**config.mk**
```make
export PLATFORM = sky130hd
export DESIGN_NAME = div_writeback_stage
export DESIGN_NICKNAME = d
export VERILOG_FILES = /design/src/rtl/div_writeback_stage.sv
export SDC_FILE = /design/constraint.sdc
export NUM_CORES = 1
export LEC_CHECK = 0
export ABC_CLOCK_PERIOD_IN_PS = 6600
export CAP_MARGIN = 25
export CORE_MARGIN = 5
export CORE_UTILIZATION = 29
export CTS_BUF_LIST = sky130_fd_sc_hd__clkbuf_16
export DETAILED_ROUTE_END_ITERATION = 8
export HOLD_SLACK_MARGIN = 0.12
export SETUP_SLACK_MARGIN = 0.3
export SLEW_MARGIN = 0
export SYNTH_ARGS = -nofsm -noshare
export SYNTH_HDL_FRONTEND = slang
export SYNTH_SLANG_ARGS = --single-unit
```
**constraint.sdc**
```tcl
create_clock -name clk -period 6.6 [get_ports clk]
set_input_delay 1.32 -clock clk [delete_from_list [all_inputs] [get_ports clk]]
set_output_delay 1.32 -clock clk [all_outputs]
set_load 0.02 [all_outputs]
```
**src/rtl/div_writeback_stage.sv**
```systemverilog
//==============================================================================
// Module      : div_writeback_stage
// Description : Two-entry buffer behind the divider. Each result retires to
//               the register-file write port as a quotient beat, optionally
//               followed by a residue beat to rd+1. Retirement updates the
//               NZCV flags; divide-by-zero results are dropped and latch a
//               sticky error.
// Revision    : 1.0 - initial release
//==============================================================================
`default_nettype none

module div_writeback_stage #(
    parameter int DEPTH = 2,
    parameter int RW    = 4
) (
    input  logic          clk,
    input  logic          rst_n,
    input  logic          in_valid,
    output logic          in_ready,
    input  logic [31:0]   in_quotient,
    input  logic [31:0]   in_residue,
    input  logic          in_n,
    input  logic          in_c,
    input  logic          in_v,
    input  logic          in_dz,
    input  logic [RW-1:0] in_rd,
    input  logic          in_wr_res,
    input  logic          in_s,
    output logic          wb_valid,
    input  logic          wb_ready,
    output logic [RW-1:0] wb_rd,
    output logic [31:0]   wb_data,
    output logic [3:0]    flags,
    output logic          dz_err
);

    // The pointer logic below is 1 bit wide, so only two entries are handled.
    localparam logic [1:0] c_DEPTH = 2'(DEPTH);

    typedef enum logic [1:0] {
        S_IDLE = 2'd0,
        S_Q    = 2'd1,
        S_R    = 2'd2
    } state_t;

    state_t        r_state;
    state_t        w_state_nxt;

    logic [1:0]    r_count;
    logic [1:0]    w_count_nxt;
    logic          r_wptr;
    logic          r_rptr;

    logic [31:0]   r_quot   [0:1];
    logic [31:0]   r_res    [0:1];
    logic [RW-1:0] r_rd     [0:1];
    logic          r_n      [0:1];
    logic          r_c      [0:1];
    logic          r_v      [0:1];
    logic          r_dz     [0:1];
    logic          r_wr_res [0:1];
    logic          r_s      [0:1];

    logic [3:0]    r_flags;
    logic          r_dz_err;

    logic          w_push;
    logic          w_pop;
    logic          w_to_r;
    logic          w_wb_valid;
    logic [RW-1:0] w_wb_rd;
    logic [31:0]   w_wb_data;

    // Ready depends only on occupancy; held low while reset is asserted.
    assign in_ready = rst_n && (r_count < c_DEPTH);
    assign w_push   = in_valid && in_ready;

    assign wb_valid = w_wb_valid;
    assign wb_rd    = w_wb_rd;
    assign wb_data  = w_wb_data;
    assign flags    = r_flags;
    assign dz_err   = r_dz_err;

    // Beat sequencing: presents the head entry and decides pop / residue beat.
    always_comb begin
        w_pop       = 1'b0;
        w_to_r      = 1'b0;
        w_wb_valid  = 1'b0;
        w_wb_rd     = '0;
        w_wb_data   = '0;
        if (rst_n) begin
            case (r_state)
                S_Q: begin
                    if (r_dz[r_rptr]) begin
                        // Divide-by-zero results never reach the register file.
                        w_pop = 1'b1;
                    end else begin
                        w_wb_valid = 1'b1;
                        w_wb_rd    = r_rd[r_rptr];
                        w_wb_data  = r_quot[r_rptr];
                        if (wb_ready) begin
                            if (r_wr_res[r_rptr]) begin
                                w_to_r = 1'b1;
                            end else begin
                                w_pop = 1'b1;
                            end
                        end
                    end
                end
                S_R: begin
                    w_wb_valid = 1'b1;
                    w_wb_rd    = r_rd[r_rptr] + 1'b1;
                    w_wb_data  = r_res[r_rptr];
                    if (wb_ready) begin
                        w_pop = 1'b1;
                    end
                end
                default: ;
            endcase
        end

        w_count_nxt = r_count + {1'b0, w_push} - {1'b0, w_pop};

        // A pop always returns to the quotient beat of whatever is next.
        if (w_count_nxt == 2'd0) begin
            w_state_nxt = S_IDLE;
        end else if (w_to_r || (r_state == S_R && !w_pop)) begin
            w_state_nxt = S_R;
        end else begin
            w_state_nxt = S_Q;
        end
    end

    // Beat state register.
    always_ff @(posedge clk) begin
        if (!rst_n) begin
            r_state <= S_IDLE;
        end else begin
            r_state <= w_state_nxt;
        end
    end

    // FIFO occupancy and pointers.
    always_ff @(posedge clk) begin
        if (!rst_n) begin
            r_count <= 2'd0;
            r_wptr  <= 1'b0;
            r_rptr  <= 1'b0;
        end else begin
            r_count <= w_count_nxt;
            if (w_push) begin
                r_wptr <= ~r_wptr;
            end
            if (w_pop) begin
                r_rptr <= ~r_rptr;
            end
        end
    end

    // FIFO storage; contents are only observed while counted as valid.
    always_ff @(posedge clk) begin
        if (w_push) begin
            r_quot[r_wptr]   <= in_quotient;
            r_res[r_wptr]    <= in_residue;
            r_rd[r_wptr]     <= in_rd;
            r_n[r_wptr]      <= in_n;
            r_c[r_wptr]      <= in_c;
            r_v[r_wptr]      <= in_v;
            r_dz[r_wptr]     <= in_dz;
            r_wr_res[r_wptr] <= in_wr_res;
            r_s[r_wptr]      <= in_s;
        end
    end

    // Architectural flags and sticky divide-by-zero, updated on head pop.
    always_ff @(posedge clk) begin
        if (!rst_n) begin
            r_flags  <= 4'b0000;
            r_dz_err <= 1'b0;
        end else if (w_pop) begin
            if (r_dz[r_rptr]) begin
                r_dz_err <= 1'b1;
            end else if (r_s[r_rptr]) begin
                r_flags <= {r_n[r_rptr], (r_quot[r_rptr] == 32'd0),
                            r_c[r_rptr], r_v[r_rptr]};
            end
        end
    end

endmodule

`default_nettype wire

```
# --- Yosys cells after proc, flatten, opt, wreduce, memory -nomap -nowiden ---
# Memories as Yosys holds them, arrays and structs flattened. A register that Yosys moved wholly into a read port is not among the register bits.
# Cells that the tools add are included.
totals:
  regBits: 11
  ram_bits: 148
  in_bits: 78
  wordCells: 73
  mem_count: 9
op_classes:
  n_addsub: 3
  magnitude_cmp: 1
  n_eq_ne: 2
  n_mux: 35
  bitwise: 4
  reduce_logical: 13
mem_list:
  columns: ["name", "depth", "word_bits", "read_ports", "rd_clocked_by_memory_dff", "write_ports", "line_no", "rtl"]
  rows:
  - ["r_quot", 2, 32, 1, 1, 1, "54", "logic [31:0] r_quot [0:1];"]
  - ["r_res", 2, 32, 1, 1, 1, "55", "logic [31:0] r_res [0:1];"]
  - ["r_rd", 2, 4, 1, 1, 1, "56", "logic [RW-1:0] r_rd [0:1];"]
  - ["r_c", 2, 1, 1, 1, 1, "58", "logic r_c [0:1];"]
  - ["r_dz", 2, 1, 1, 1, 1, "60", "logic r_dz [0:1];"]
  - ["r_n", 2, 1, 1, 1, 1, "57", "logic r_n [0:1];"]
  - ["3 more memories", null, null, null, null, null, null, null]
op_table:
  columns: ["operator", "count"]
  rows:
  - ["2-to-1 mux 32 bit", 2]
  - ["case mux 32 bit (2 select lines)", 1]
  - ["logical NOT 32 bit", 1]
  - ["2-to-1 mux 1 bit", 26]
  - ["2-to-1 mux 4 bit", 2]
  - ["case mux 4 bit (2 select lines)", 1]
  - ["adder 4 x 1 -> 4 bit, second input constant", 1]
  - ["logical NOT 1 bit", 4]
  - ["inverter 1 bit", 4]
  - ["case mux 1 bit (2 select lines)", 2]
  - ["logical AND 1 bit", 3]
  - ["AND reduction 3 bit", 1]
  - ["adder 2 x 1 -> 2 bit", 1]
  - ["equality test 2 x 1 -> 1 bit, second input constant", 1]
  - ["equality test 2 bit, second input constant", 1]
  - ["logical NOT 2 bit", 1]
  - ["< comparator 2 bit, second input constant", 1]
  - ["2-to-1 mux 2 bit", 1]
  - ["AND reduction 2 bit", 1]
  - ["OR reduction 2 bit", 1]
  - ["subtractor 2 x 1 -> 2 bit", 1]
  - ["logical OR 1 bit", 1]

# --- Depth between registers and ports, before layout ---
# Gate-level depths: netlist of run 1.
logic_depth:
  word_depth: 9
  ltp_mapped: 14
  mapped_depth_nobuf: 12

# --- Least setup slack after synthesis of run 1 ---
# Ideal clock, no wire load.
synth_timing:
  path_kind: "input -> register"
  from: "input port rst_n"
  to: "memory r_c[0] (enable)"
  setup_ns: 0.507
  arrival_ns: 5.007
  t_required_ns: 6.093
  slack_ns: 1.086
  cell_stages: 3
  n_path_buf: 0
  path_cell_list: "nor2b_1 -> nand2_1 -> nor2_1"
synth_between:
  elab_chain_len: 4
synth_lines:
  columns: ["element", "line_no", "rtl"]
  rows:
  - ["from (decl)", "17", "input logic rst_n,"]
  - ["logical AND 1 bit", "75", "assign in_ready = rst_n && (r_count < c_DEPTH);"]
  - ["logical AND 1 bit", "76", "assign w_push = in_valid && in_ready;"]
  - ["2-to-1 mux 1 bit", "162", "if (w_push) begin"]
  - ["2-to-1 mux 1 bit (not written as such)", "167", "r_c[r_wptr] <= in_c;"]
  - ["to (decl)", "58", null]
# No other way between the ends.

==> results.py, run 1 <==
metrics = {
    "outcome": {
        "status": "finished clean",
    },
    "sta": {
        "rsz0062_at_grt": "false",
        "period_share_pct": 74.9,
        "timing.hold.ws_ns": 0.474,
        "drv_slew": 0,
        "fin_crit_ns": 4.94,
        "finalHoldViolCount": 0,
        "relSlewSlack_pct": 36.6,
        "worst_pin_slew_ns": 0.951,
        "max_freq_mhz": 202,
        "setup_viol": 0,
        "fin_tns_setup_ns": 0,
        "skew_ns": 0.00886,
    },
    "yosys": {
        "synth_cell_types": 43,
        "synth_area_um2": 6550,
        "synth_warnings": 0,
        "ys_top_cells_by_count": "edfxtp_1 (148), mux2i_1 (73), nor2_1 (45)",
        "seq_area_frac_synth_pct": 71.5,
        "synth_top_area_share_pct": 67.8,
        "synth_edf_count": 148,
        "ys.flop_type": "edfxtp_1",
        "synth.avg_cell_area_um2": 15.7,
        "syn_nets": 501,
        "synthArstFlopShare_pct": 0,
        "yosysMostFrequentCell": "edfxtp_1",
        "yosysTopAreaCell": "edfxtp_1",
        "synth_seq_cells": 160,
        "netlist_top_cells_area": "edfxtp_1 (68%), mux2i_1 (11%), o22a_1 (4.3%), dfxtp_1 (3.7%), nor2_1 (2.6%)",
        "synth_cells": 418,
    },
    "floorplan": {
        "die_w_um": 160,
        "dieHeight_um": 160,
        "start_util_pct": 29.2,
        "ios": 121,
        "core_um2": 22400,
        "die-area_um2": 25700,
        "rows": 55,
    },
    "route": {
        "num_vias": 3966,
        "antenna_left": 0,
        "drcViolationCount": 0,
        "first_pass_iters": 5,
        "avgViaCountPerCell": 4.73,
        "drt-initial-drc-count": 179,
        "avgRoutedWirePerCell_um": 18.8,
        "wirelength_mm": 15.8,
    },
    "power_and_ir_drop": {
        "power_density_nw_per_um2": 262,
        "p_int_mw": 1.76,
        "combPwrFrac_pct": 8.9,
        "switching_power_mw": 0.506,
        "swShare_pct": 22.3,
        "p_seq_share_pct": 51.8,
        "pwr-share-clk_pct": 39.3,
        "peakVddDrop_mv": 0.166,
        "p_leak_nw": 2.63,
    },
    "final_layout": {
        "finish.instance_area_um2": 8650,
        "nets": 624,
        "regArea_um2": 4690,
        "synthToLayoutAreaGrowth_pct": 32.0,
        "final_util_pct": 38.6,
        "n_antenna_cell": 0,
        "nFillCells": 2109,
        "multi_input_area_um2": 1760,
        "drive_above_1_share_pct": 7.04,
    },
    "place": {
        "place_congestion": 0.720,
        "dpl_cell_area_um2": 8120,
        "io_buffers": 120,
        "dp.final_hpwl_mm": 10.8,
    },
    "worst_setup_path": {
        "cp.required_ns": 5.28,
        "path_max_fanout": 48,
        "start_kind": "register",
        "cp_data_arrival_time_ns": 3.62,
        "critPathKind": "register to output pin",
        "cp-end-kind": "output pin",
    },
    "clocking": {
        "path_clk_slew_ns": 0.07,
        "cts_sinks": 160,
        "insertion_delay_ns": 0.42,
        "holdBufCountCts": 0,
        "clock-root-buffer": "clkbuf_16",
        "clockBufferDepth": 2,
        "cts_resized": 0,
        "h-tree-depth": 4,
        "cts_tree": "done",
        "post_cts_buffers": 0,
        "cts_buffers": 17,
    },
    "worst_hold_path": {
        "hold_class": "register to register",
    },
    "grt": {
        "grt_use_total_pct": 12.4,
        "antenna_found_initial": 0,
        "grt_max_degree": 61,
        "grt_pass1_wl_mm": 24.2,
        "gr-total-overflow": 0,
        "grt_pass1_vias": 4326,
    },
    "run": {
        "cap_violations": 0,
    },
}
==> area by class of cell <==
type | count | share of cell area [%]
Sequential cell | 160 | 54.2
Multi-Input combinational cell | 229 | 20.3
Inverter | 7 | 0.304
Timing Repair Buffer | 126 | 14.9
Clock inverter | 15 | 1.24
Clock buffer | 17 | 4.92
Tap cell | 285 | 4.12
==> flip-flops by register name, summed over array words and instances (netlist names), 4 cells and up, named ones only <==
name	flops
flags	4
r_quot	64
r_rd	8
r_res	64
==> power by group through the flow <==
stage	clock (mW)	sequential [mW]	combinational, mW
after floorplan	0	1.19	0.104
after global placement	0	1.20	0.197
after detailed placement	0	1.20	0.205
after CTS	0.921	1.18	0.206
after global routing	0.968	1.18	0.219
final	0.892	1.17	0.201
==> worst paths after layout <==
kind             from         end  slack (ns)  cells past startpoint
max          register    wb_rd[2]        1.66                      8
min            dz_err      dz_err        0.47                      1
max reg2reg  register  r_state[1]        3.79                     10
min reg2reg    dz_err      dz_err        0.47                      1
==> cell families after synthesis <==
family          share of synthesized area [%]
flops                                    71.5
fa+ha+maj                               0.955
simple gates                             6.55
buf+inv                                  1.93
compound gates                           6.89
mux                                      11.6
xor+xnor                                0.611
==> routing by layer <==
layer | GRT usage [%] | vias to the layer above | wire length (um) | share of wire, %
li1 | - | 1873 | - | -
met1 | 15.4 | 1978 | 7090 | 45
met2 | 21.2 | 105 | 7810 | 49
met3 | 3.75 | 10 | 778 | 4.9
met4 | 3.32 | 0 | 137 | 0.87
met5 | 0 | - | 0 | 0
==> stage by stage <==
step	setup slack [ns]	total power [mW]	std cells
after floorplan	1.09	1.30	418
after global placement	1.70	1.39	805
after detailed placement	1.63	1.40	807
after CTS	1.63	2.30	839
after global routing	1.47	2.37	839
final	1.66	2.27	839
==> critical path, stage by stage (launching register included) <==
cell	delay (ns)
dfxtp_4	0.68
buf_4	0.77
mux2i_1	0.42
inv_1	0.11
ha_1	0.22
xnor2_1	0.15
a2bb2oi_1	0.08
nor2_1	0.11
clkdlybuf4s50_1	0.63
==> layout by cell type, fill, tap and decap left out, drive strengths merged, types with 2 or more instances in the layout <==
cell type	count
a311oi	3
mux2i	73
nor4	11
and2	4
o22a	32
nand3	4
or3	2
a22oi	2
clkinvlp	3
buf	6
nand4	2
a21oi	11
nand2	8
clkdlybuf4s50	120
nor4b	2
o21ai	2
mux2	2
edfxtp	148
clkbuf	17
clkinv	6
nor2	45
ha	5
nor3	5
inv	12
dfxtp	12
(Power assumes the default switching activity.)
==> run 2, diff against run 1 <==
- ABC_CLOCK_PERIOD_IN_PS: 6600 -> 4300
- clock period: 6.6 -> 4.3 ns (I/O delays scaled with it)
==> run 2 against run 1 <==
  * Critical path depth fell by 1
  * Largest power group unchanged
  * Die area stayed put
  * Critical path type unchanged
  * Design area rose by 1.5%
==> results.py, run 2 (same netlist as run 1, synthesis figures left out) <==
metrics = {
    "sta": {
        "period_share_pct": 86.6,
        "setup_viol": 0,
        "fin_tns_setup_ns": 0,
        "finalHoldViolCount": 0,
        "worst_pin_slew_ns": 0.488,
        "fin_crit_ns": 3.72,
        "drv_slew": 0,
        "relSlewSlack_pct": 67.2,
        "skew_ns": 0.0129,
        "max_freq_mhz": 269,
        "rsz0062_at_grt": "false",
    },
    "final_layout": {
        "drive_above_1_share_pct": 8.09,
        "top_regs": "r_quot (64), r_res (64), r_rd (8)",
        "nets": 626,
        "final_common_cell": "edfxtp_1",
        "stdcell_count": 842,
        "synthToLayoutAreaGrowth_pct": 34.0,
        "final_cell_mix": "edfxtp_1 (148), clkdlybuf4s50_1 (118), mux2i_1 (73), nor2_1 (44), o22a_1 (32)",
        "final_util_pct": 39.1,
    },
    "route": {
        "avgViaCountPerCell": 4.68,
        "wirelength_mm": 15.8,
        "first_pass_iters": 4,
        "drcViolationCount": 0,
        "antenna_left": 0,
        "drt-initial-drc-count": 173,
        "num_vias": 3944,
        "avgRoutedWirePerCell_um": 18.8,
    },
    "power_and_ir_drop": {
        "p_leak_nw": 2.68,
        "power_density_nw_per_um2": 423,
        "p_seq_share_pct": 48.5,
        "p_int_mw": 2.94,
        "switching_power_mw": 0.768,
        "pwr-share-clk_pct": 43.0,
        "combPwrFrac_pct": 8.4,
        "peakVddDrop_mv": 0.254,
        "swShare_pct": 20.7,
    },
    "floorplan": {
        "start_util_pct": 29.2,
        "ios": 121,
        "die-area_um2": 25700,
        "dieHeight_um": 160,
        "die_w_um": 160,
        "core_um2": 22400,
        "rows": 55,
    },
    "clocking": {
        "path_clk_slew_ns": 0.06,
        "cts_tree": "done",
        "h-tree-depth": 4,
        "cts_buffers": 17,
        "cts_sinks": 160,
        "insertion_delay_ns": 0.42,
        "holdBufCountCts": 0,
        "clock-root-buffer": "clkbuf_16",
        "clockBufferDepth": 2,
    },
    "worst_setup_path": {
        "path_max_fanout": 23,
        "start_kind": "register",
        "critPathKind": "register to output pin",
        "cp-end-kind": "output pin",
        "cp.required_ns": 3.44,
        "cp_data_arrival_time_ns": 2.86,
    },
    "place": {
        "dp.final_hpwl_mm": 10.6,
        "io_buffers": 120,
        "place_congestion": 0.752,
        "dp_cells": 808,
    },
    "outcome": {
        "status": "finished clean",
    },
    "grt": {
        "grt_pass1_wl_mm": 24.0,
        "grt_use_total_pct": 12.2,
        "grt_pass1_vias": 4248,
        "grt_max_degree": 75,
        "antenna_found_initial": 4,
        "gr-total-overflow": 0,
    },
    "worst_hold_path": {
        "hold_class": "register to register",
    },
    "run": {
        "cap_violations": 0,
    },
}
[run 2: changes by cell type in the layout (fill, tap and decap cells not counted), sizes merged]
| cell | delta |
|---|---|
| buf | +4 |
| bufinv | +4 |
| clkdlybuf4s50 | -2 |
| clkinv | -3 |
| clkinvlp | +2 |
| diode | +1 |
| inv | -3 |
[run 2: metal layers]
layer	GRT usage (%)	wire length, um
met5	0	38
met4	4.26	285
met3	4.05	852
met2	19.8	7530
met1	15.2	7100
[run 2: final cells by class]
type                       count  area [um2]
clock inverter                15         204
sequential                   160        4690
timing repair buffer         128        1320
antenna                        1        2.50
inverter                       7        30.0
fill                        2101       13700
multi-input combinational    229        1760
clock buffer                  17         425
tap                          285         357
[run 2: power by group through the flow]
stage	clock (mW)	sequential (mW)	combinational (mW)
after global routing	1.71	1.81	0.341
after floorplan	0	1.83	0.160
final	1.60	1.80	0.314
after CTS	1.64	1.80	0.316
after global placement	0	1.83	0.308
after detailed placement	0	1.84	0.315
[run 2: worst paths after layout]
path | startpoint | cells after the start | slack, ns | end
worst min register to register | dz_err | 1 | 0.47 | dz_err
worst min-delay path | dz_err | 1 | 0.47 | dz_err
worst max-delay path | r_state[0] | 7 | 0.58 | wb_data[3]
worst max register to register | register | 11 | 1.42 | r_state[1]
[run 2: timing repair]
item / CTS / global route
setup endpoints to repair: 0 / 5
buffers inserted: 0 / 1
endpoints found under the hold margin: 0 / 0
resized for setup: 0 / 1
[run 2: metrics by stage]
step | total power, mW | hold WS (ns) | setup WS, ns | cell area, um2
3_3_place_gp | 2.14 | 0.455 | 0.681 | 8130
4_1_cts | 3.76 | 0.473 | 0.357 | 8750
6_report | 3.71 | 0.467 | 0.576 | 8780
2_1_floorplan | 1.99 | 0.512 | 0.483 | 6550
5_1_grt | 3.86 | 0.501 | 0.396 | 8780
3_5_place_dp | 2.15 | 0.457 | 0.662 | 8130
[run 2: critical path: stages, from the launching register on]
cell and delay, ns:
dfxtp_1 0.31, inv_1 0.05, ha_1 0.38, clkinvlp_4 0.38, buf_4 0.35, o22a_1 0.20, nor2_1 0.13, clkdlybuf4s50_1 0.64
==> run 3, diff against run 2 <==
- SETUP_SLACK_MARGIN: 0.3 -> 0.2
==> run 3 against run 2 <==
  * Maximum frequency is 3.0% lower
  * Critical endpoint is now wb_data[1]
  * First-iteration DRC count is 12% higher
  * Total power hardly changed
==> results.py, run 3 (same netlist as run 1, synthesis figures left out) <==
metrics = {
    "worst_setup_path": {
        "setup.worst_path.start": "r_state[0]",
        "critPathKind": "register to output pin",
        "start_kind": "register",
        "cp.required_ns": 3.44,
        "path_max_fanout": 23,
        "reg2reg_depth": 10,
        "cp_data_arrival_time_ns": 2.98,
        "cp-end-kind": "output pin",
        "crit_end": "wb_data[1]",
        "r2r_end": "r_state[1]",
        "regToRegSetupSlack_ns": 1.50,
    },
    "clocking": {
        "clock-root-buffer": "clkbuf_16",
        "holdBufCountCts": 0,
        "cts_resized": 0,
        "path_clk_slew_ns": 0.06,
        "clockBufferDepth": 2,
        "h-tree-depth": 4,
        "insertion_delay_ns": 0.42,
        "cts_buffers": 17,
        "post_cts_buffers": 0,
        "cts_tree": "done",
        "cts_sinks": 160,
    },
    "floorplan": {
        "dieHeight_um": 160,
        "core_um2": 22400,
        "start_util_pct": 29.2,
        "die-area_um2": 25700,
        "ios": 121,
        "die_w_um": 160,
        "rows": 55,
    },
    "sta": {
        "relSlewSlack_pct": 61.5,
        "skew_ns": 0.0141,
        "fin_tns_setup_ns": 0,
        "rsz0062_at_grt": "false",
        "finalHoldViolCount": 0,
        "max_freq_mhz": 260,
        "setup_viol": 0,
        "fin_crit_ns": 3.84,
        "drv_slew": 0,
        "period_share_pct": 89.3,
        "worst_pin_slew_ns": 0.577,
    },
    "run": {
        "cap_violations": 0,
    },
    "route": {
        "antenna_left": 0,
        "drcViolationCount": 0,
        "met1_length_mm": 7.03,
        "wl_met3_um": 815,
        "num_vias": 3936,
        "drt-initial-drc-count": 193,
        "highest_layer": "met5",
        "avgRoutedWirePerCell_um": 18.6,
        "wirelength_mm": 15.6,
        "first_pass_iters": 4,
        "wl_met2_mm": 7.47,
        "avgViaCountPerCell": 4.68,
    },
    "place": {
        "place_congestion": 0.752,
        "io_buffers": 120,
        "dp.final_hpwl_mm": 10.6,
        "dp_cells": 808,
        "dpl_cell_area_um2": 8130,
    },
    "final_layout": {
        "final_common_cell": "edfxtp_1",
        "synthToLayoutAreaGrowth_pct": 33.7,
        "final_util_pct": 39.0,
        "finish.instance_area_um2": 8760,
        "final_cell_mix": "edfxtp_1 (148), clkdlybuf4s50_1 (118), mux2i_1 (73), nor2_1 (44), o22a_1 (32)",
        "stdcell_count": 841,
        "nets": 625,
        "drive_above_1_share_pct": 7.75,
        "top_regs": "r_quot (64), r_res (64), r_rd (8)",
    },
    "power_and_ir_drop": {
        "p_leak_nw": 2.67,
        "power_density_nw_per_um2": 424,
        "peakVddDrop_mv": 0.253,
    },
    "grt": {
        "antenna_found_initial": 4,
        "gr-total-overflow": 0,
        "grt_use_total_pct": 12.2,
        "grt_max_degree": 75,
        "grt_pass1_vias": 4248,
        "grt_pass1_wl_mm": 24.0,
    },
    "worst_hold_path": {
        "hold_start": "dz_err",
        "hold_class": "register to register",
    },
    "outcome": {
        "status": "finished clean",
    },
}
-- run 3: cell types whose count changed in the layout (fill, tap and decap cells not counted), sizes merged --
| cell | before | now |
|---|---|---|
| clkinv | 3 | 4 |
| buf | 10 | 9 |
| clkinvlp | 5 | 4 |
-- run 3: layout make-up --
cell class,count,area (um2)
Clock inverter,15,204
Clock buffer,17,425
Antenna cell,1,2.50
Inverter,7,26.3
Fill cell,2105,13700
Sequential cell,160,4690
Tap cell,285,357
Timing Repair Buffer,127,1300
Multi-Input combinational cell,229,1760
-- run 3: through the flow --
stage	power [mW]	hold slack, ns	setup WS (ns)
global route	3.86	0.501	0.255
floorplan	1.99	0.512	0.483
global placement	2.14	0.455	0.681
detailed placement	2.15	0.457	0.662
CTS	3.76	0.473	0.357
finish	3.71	0.467	0.459
-- run 3: metal layers --
layer,track usage [%],up-vias
met5,0,-
met4,4.26,6
met3,4.05,20
met2,19.8,99
met1,15.2,1925
li1,-,1886
-- run 3: critical path, cell delays in order (launching register included) --
cell             delay [ns]
dfxtp_1                0.31
inv_1                  0.05
ha_1                   0.33
clkinv_1               0.47
buf_4                  0.41
o22a_1                 0.20
nor2_1                 0.15
clkdlybuf4s50_1        0.64
-- run 3: how the worst min path moves through the flow --
| stage | endpoint | slack (ns) | cells after the start |
|---|---|---|---|
| after CTS | dz_err | 0.47 | 1 |
| after detailed placement | dz_err | 0.46 | 1 |
| after floorplan | r_wptr | 0.51 | 2 |
| after global routing | dz_err | 0.50 | 1 |
| final | dz_err | 0.47 | 1 |
| after global placement | dz_err | 0.46 | 1 |
-- run 3: power by group --
group          leakage [nW]  total (mW)  switching (mW)  internal, mW
logic                 0.911       0.310           0.160         0.150
clock network         0.304        1.60           0.580          1.02
registers              1.46        1.80          0.0283          1.78
total                  2.67        3.71           0.768          2.94
